**src/rtl/rd_ptr_ctrl.sv**
```systemverilog
// rd_ptr_ctrl: per-stream read pointer / occupancy manager for the
// multi-stream buffer. Read requests from all ports are granted in port
// order up to each stream's occupancy; one write per cycle is accepted into
// a non-full stream, and one stream can be flushed per cycle.

module rd_ptr_ctrl_chk #(
   parameter int nstrms = 64,
   parameter int ow     = 2,
   parameter int cw     = 4,
   parameter int depth  = 2
)(
   input logic                   clk,
   input logic                   reset,
   input logic [nstrms*ow-1:0]   occ_flat,
   input logic [nstrms*cw-1:0]   acc_flat
);

   // Occupancy must stay within 0..depth; a read may never take more than is stored.
   always_ff @(posedge clk) begin
      if (!reset) begin
         for (int s = 0; s < nstrms; s++) begin
            assert (int'(occ_flat[s*ow +: ow]) <= depth)
               else $error("occupancy above depth on stream %0d", s);
            assert (int'(occ_flat[s*ow +: ow]) - int'(acc_flat[s*cw +: cw]) >= 0)
               else $error("occupancy underflow on stream %0d", s);
         end
      end
   end

endmodule

module rd_ptr_ctrl #(
   parameter int nstrms    = 64,
   parameter int sid_width = $clog2(nstrms),
   parameter int nports    = 8,
   parameter int ptr_width = 1
)(
   input  logic                            clk,
   input  logic                            reset,
   input  logic [nports*nstrms-1:0]        i_req_v,
   output logic [nports*nstrms-1:0]        i_req_r,
   output logic [nstrms*ptr_width-1:0]     o_ptrs,
   input  logic                            i_wr_v,
   output logic                            i_wr_r,
   input  logic [sid_width-1:0]            i_wr_sid,
   output logic [ptr_width-1:0]            o_wr_ptr,
   input  logic                            i_flush_v,
   input  logic [sid_width-1:0]            i_flush_sid,
   output logic [nstrms*(ptr_width+1)-1:0] o_occ
);

   localparam int ow   = ptr_width + 1;
   localparam int cw   = $clog2(nports + 1);
   localparam int cmpw = (cw > ow) ? cw : ow;
   localparam logic [ow-1:0] depth = {1'b1, {ptr_width{1'b0}}};

   logic [ptr_width-1:0] rptr     [nstrms];
   logic [ptr_width-1:0] rptr_nxt [nstrms];
   logic [ow-1:0]        occ      [nstrms];
   logic [ow-1:0]        occ_nxt  [nstrms];
   logic [cw-1:0]        acc      [nstrms];
   logic [nstrms*cw-1:0] acc_flat;
   logic                 wr_fire;

   // Number of entries actually handed out: requests capped by what is stored.
   function automatic logic [cw-1:0] min_cnt(input logic [cw-1:0] cnt, input logic [ow-1:0] avail);
      if (cmpw'(cnt) <= cmpw'(avail)) begin
         min_cnt = cnt;
      end else begin
         min_cnt = cw'(avail);
      end
   endfunction

   // Prefix grant: the k-th requesting port of a stream is granted while k <= occupancy.
   always_comb begin
      logic [cw-1:0] cnt;
      i_req_r = '0;
      for (int s = 0; s < nstrms; s++) begin
         cnt = '0;
         for (int p = 0; p < nports; p++) begin
            if (i_req_v[p*nstrms+s]) begin
               cnt = cnt + cw'(1'b1);
               i_req_r[p*nstrms+s] = !reset && (cmpw'(cnt) <= cmpw'(occ[s]));
            end else begin
               i_req_r[p*nstrms+s] = 1'b0;
            end
         end
         acc[s] = min_cnt(cnt, occ[s]);
      end
   end

   // Write handshake and slot; a full stream refuses regardless of same-cycle reads.
   always_comb begin
      i_wr_r   = (occ[i_wr_sid] != depth);
      o_wr_ptr = rptr[i_wr_sid] + occ[i_wr_sid][ptr_width-1:0];
      wr_fire  = i_wr_v && i_wr_r;
   end

   // Next pointer/occupancy per stream; a flush jumps the read pointer to the write slot.
   always_comb begin
      for (int s = 0; s < nstrms; s++) begin
         if (i_flush_v && (i_flush_sid == sid_width'(s))) begin
            rptr_nxt[s] = rptr[s] + occ[s][ptr_width-1:0];
            occ_nxt[s]  = '0;
         end else begin
            rptr_nxt[s] = rptr[s] + ptr_width'(acc[s]);
            if (wr_fire && (i_wr_sid == sid_width'(s))) begin
               occ_nxt[s] = occ[s] - ow'(acc[s]) + ow'(1'b1);
            end else begin
               occ_nxt[s] = occ[s] - ow'(acc[s]);
            end
         end
      end
   end

   // Per-stream state registers.
   always_ff @(posedge clk) begin
      if (reset) begin
         for (int s = 0; s < nstrms; s++) begin
            rptr[s] <= '0;
            occ[s]  <= '0;
         end
      end else begin
         for (int s = 0; s < nstrms; s++) begin
            rptr[s] <= rptr_nxt[s];
            occ[s]  <= occ_nxt[s];
         end
      end
   end

   // Flatten registered state onto the output buses.
   always_comb begin
      for (int s = 0; s < nstrms; s++) begin
         o_ptrs[s*ptr_width +: ptr_width] = rptr[s];
         o_occ[s*ow +: ow]                = occ[s];
         acc_flat[s*cw +: cw]             = acc[s];
      end
   end

   rd_ptr_ctrl_chk #(
      .nstrms (nstrms),
      .ow     (ow),
      .cw     (cw),
      .depth  (1 << ptr_width)
   ) u_chk (
      .clk      (clk),
      .reset    (reset),
      .occ_flat (o_occ),
      .acc_flat (acc_flat)
   );

endmodule

```
**config.mk**
```make
export PLATFORM = sky130hd
export DESIGN_NAME = rd_ptr_ctrl
export DESIGN_NICKNAME = d
export VERILOG_FILES = /design/src/rtl/rd_ptr_ctrl.sv
export SDC_FILE = /design/constraint.sdc
export NUM_CORES = 2
export LEC_CHECK = 0
export CORE_ASPECT_RATIO = 0.6
export CORE_MARGIN = 4
export CORE_UTILIZATION = 30
export CTS_BUF_LIST = sky130_fd_sc_hd__clkbuf_16
export CTS_CLUSTER_SIZE = 20
export DETAILED_ROUTE_END_ITERATION = 7
export GPL_TIMING_DRIVEN = 0
export MAX_ROUTING_LAYER = met4
export PLACE_DENSITY_LB_ADDON = 0.3
export SLEW_MARGIN = 20
export SYNTH_ARGS = -nofsm -noshare
export SYNTH_HDL_FRONTEND = slang
export SYNTH_SLANG_ARGS = --single-unit
```
**constraint.sdc**
```tcl
create_clock -name clk -period 9.05 [get_ports clk]
set_clock_uncertainty 0.05 [all_clocks]
set_input_delay 2.2625 -clock clk [delete_from_list [all_inputs] [get_ports clk]]
set_output_delay 2.2625 -clock clk [all_outputs]
set_load 0.01 [all_outputs]
```
==> results.json <==
{
  "hold_buffers": 0,
  "drtIter0Drc": 8642,
  "gp_congestion": 0.955,
  "grt_overflow": 0,
  "worstSetupStartpointType": "input pin",
  "worst_slew_pin_slew_ns": 1.24,
  "muxShareOfSynthArea_pct": 4.33,
  "crit_type": "input pin to output port",
  "io_buffers": 1035,
  "synth-simple-area-share_pct": 23.9,
  "p_clk_share_pct": 3.6,
  "cts_buffers": 17,
  "area_growth_pct": 31.3,
  "tns_ns": 0,
  "grt_pass1_wl_mm": 567,
  "final-hold-violation-count": 0,
  "synthAdderAreaFrac_pct": 23.6,
  "die_x_um": 681,
  "period_needed_ns": 8.98,
  "path_max_fanout": 3,
  "p_int_mw": 11.4,
  "synth-seq-cells": 192,
  "fp.dieArea_sq_mm": 0.280,
  "place_hpwl_mm": 340,
  "setup_viol": 0,
  "p_sw_mw": 13.0,
  "drt_drc_violations_left": 0,
  "clock_sinks": 192,
  "first_global_vias": 78121,
  "cts_root_buffer": "clkbuf_16",
  "holdCritStartpoint": "rptr[29]",
  "clk-insertion-delay-late_ns": 0.56,
  "worstHoldPathCells": 2,
  "vias": 89502,
  "reg2reg_slack_ns": 4.53,
  "initial_core_util_pct": 30.3,
  "swShare_pct": 53.1,
  "max_freq_mhz": 111,
  "core_sq_mm": 0.269,
  "finalCritPeriodShare_pct": 99.2,
  "worst_path_max_delay_cell": "clkdlybuf4s50_1",
  "final_antenna_net_count": 0,
  "async_flop_share_pct": 0,
  "path_cells": "clkdlybuf4s50_1, inv_1, ha_4, xor2_4, ha_4, nand2_2, o31ai_4, ha_4, nor2b_2, nor2_1, ha_1, a22o_1, ha_4, ha_1, a21oi_1, a21oi_1, nor4b_2, clkdlybuf4s50_1",
  "yosysSeqAreaShare_pct": 4.72,
  "antenna_found_initial": 108,
  "cts_htree_levels": 4,
  "timing.rr.start": "occ[16][0]",
  "drtPass1Iterations": 7,
  "holdCritPathClass": "flip-flop to flip-flop",
  "irDropWorstVdd_v": 0.000138,
  "ys_warn_count": 0,
  "grt_max_degree": 20,
  "timing.max_cap.violations": 0,
  "die_height_um": 412,
  "synth_edf_count": 0,
  "netlist_area_sq_mm": 0.0814,
  "seqPwrFrac_pct": 7.9,
  "max_stage_delay_ns": 0.65,
  "r2r_end": "occ[11][0]",
  "min_to": "rptr[29]",
  "crit_path_end_kind": "output port",
  "final_cells": 16243,
  "p_comb_share_pct": 88.5,
  "max_slew_margin_pct": 17.3,
  "grtUsageTotal_pct": 28.3,
  "cp_common_cell": "ha_4",
  "num_rows": 147,
  "slew_viol_final": 0,
  "synth_ff_type": "dfxtp_1",
  "syn-num-nets": 13196,
  "syn-mean-instance-area_sq_um": 7.31,
  "synth_cell_types": 90,
  "cts_tree": "yes",
  "clk_pin_slew_ns": 0.08,
  "r2r_cells": 9,
  "syn_inst": 11132,
  "drive_gt1_share_pct": 15.7,
  "synth_top_family_by_area": "simple AND/OR/NAND/NOR gates",
  "nets": 14650,
  "synthXorXnorAreaFrac_pct": 15.8,
  "leakage_nw": 44.1,
  "wl_mm": 411,
  "p_per_area_mw_per_mm2": 228,
  "wire_per_inst_um": 25.3,
  "viasPerCell": 5.51,
  "dpl.cell_count": 15818,
  "io_pins": 1234,
  "synth-compound-area-share_pct": 20.0,
  "clock_path_buffers": 2,
  "outcome": "completed",
  "cp.required_ns": 6.74,
  "crit_arrival_ns": 6.66
}
[Yosys cell counts, types with 72 or more instances]
library cell / number / area (sq um)
nor4b_1: 125 / 1090
mux2i_1: 72 / 721
nor2_1: 708 / 2660
o21ai_0: 314 / 1570
xor2_1: 413 / 3620
nor3_1: 379 / 1900
mux2_2: 123 / 1390
dfxtp_1: 192 / 3840
and3_1: 120 / 751
inv_1: 1139 / 4280
xnor3_1: 73 / 1640
o22ai_1: 84 / 526
nand2_1: 882 / 3310
nor4_1: 179 / 1120
clkbuf_1: 308 / 1160
o31ai_1: 143 / 1070
nand3_1: 320 / 1600
nand4_1: 76 / 475
and2_1: 79 / 494
o211ai_1: 111 / 833
nand2b_1: 126 / 788
xnor2_1: 764 / 6690
ha_1: 1536 / 19200
nand3b_1: 82 / 616
a31oi_1: 127 / 795
a211oi_1: 93 / 698
nor2b_1: 158 / 988
a21oi_1: 1199 / 6000
or2_2: 83 / 519
[what timing repair did]
action                      CTS  global route
gates resized for setup    1019           530
buffers inserted            199           157
pin swaps                   258           287
setup endpoints to repair   165           127
cloned                        0             0
[state kept, by name, summed over array words and instances, names as in the netlist]
name / cells
rptr: 64
occ: 128
[area by class of cell]
class                           instances  area [sq um]
Tap cell                             3576          4470
Clock inverter                         15           148
Timing Repair Buffer                 1466         14500
Buffer                                408          1950
Fill cell                           27562        162000
Inverter                             1139          4280
Antenna cell                           68           170
Multi-Input combinational cell       9362         77100
Sequential cell                       192          3840
Clock buffer                           17           425
[per-layer routing]
layer	track usage [%]	part of all wire, %	vias up
met5	-	0	-
met4	9.59	3.8	0
met3	5.16	7.8	430
met2	42.0	43	3425
met1	38.4	45	42328
li1	-	-	43319
[kinds of logic (layout without fill, tap and decap cells)]
kind of cell | count (synthesis) | after routing
flops | 192 | 192
mux | 258 | 258
buf+inv | 1578 | 3045
simple gates | 3676 | 3676
other cells | 0 | 68
compound gates | 2602 | 2602
xor+xnor | 1290 | 1290
fa+ha+maj | 1536 | 1536
[cells in the final DEF (no fill, tap or decap), types with 115 or more instances in the layout]
cell / instances
clkbuf_1: 196
clkdlybuf4s50_1: 841
dfxtp_1: 192
buf_4: 454
ha_4: 227
inv_1: 1045
xnor2_1: 743
nand2_1: 800
xor2_1: 372
a31oi_1: 124
nor2b_1: 125
nor3_1: 375
nor4_1: 153
ha_1: 1293
a21oi_1: 1173
and3_1: 118
o21ai_0: 286
nand3_1: 310
mux2_2: 115
nor2_1: 646
[how the worst max path moves through the flow]
| stage | start | endpoint | slack (ns) | cells after the start |
|---|---|---|---|---|
| 2_1_floorplan | i_req_v[45] | i_req_r[493] | 0.19 | 17 |
| 3_3_place_gp | i_wr_sid[1] | o_wr_ptr | -3.11 | 8 |
| 3_5_place_dp | i_req_v[60] | i_req_r[508] | -1.63 | 26 |
| 4_1_cts | i_req_v[124] | i_req_r[508] | -0.12 | 25 |
| 5_1_grt | i_req_v[103] | i_req_r[487] | -0.06 | 21 |
| 6_report | i_req_v[93] | i_req_r[413] | 0.07 | 18 |
[through the flow]
| step | power, mW | worst slack, ns | util, % | hold WS, ns | area [sq um] |
|---|---|---|---|---|---|
| floorplan | 15.3 | 0.189 | - | 0.455 | 81400 |
| global placement | 20.8 | -3.11 | 35.8 | 0.490 | 96200 |
| detailed placement | 21.1 | -1.63 | 36.6 | 0.492 | 98200 |
| CTS | 23.0 | -0.115 | 38.3 | 0.505 | 103000 |
| global route | 26.9 | -0.0641 | 39.8 | 0.535 | 107000 |
| finish | 24.4 | 0.0734 | 39.8 | 0.514 | 107000 |
[critical path: cells and delay by family]
family | cells | cell delay (ns)
AOI/OAI and AO/OA | 4 | 0.57
buffers and inverters | 3 | 1.22
adders and majority gates | 6 | 1.69
and+or+nand+nor | 4 | 0.72
xor gates and xnor gates | 1 | 0.20
[power groups by stage]
stage / Combinational, mW / Sequential, mW / Clock (mW)
after floorplan: 13.7 / 1.57 / 0
after global placement: 18.9 / 1.93 / 0
after detailed placement: 19.2 / 1.93 / 0
after CTS: 20.2 / 1.92 / 0.898
after global routing: 24.0 / 1.96 / 0.917
final: 21.6 / 1.94 / 0.874
(Power assumes the default switching activity.)
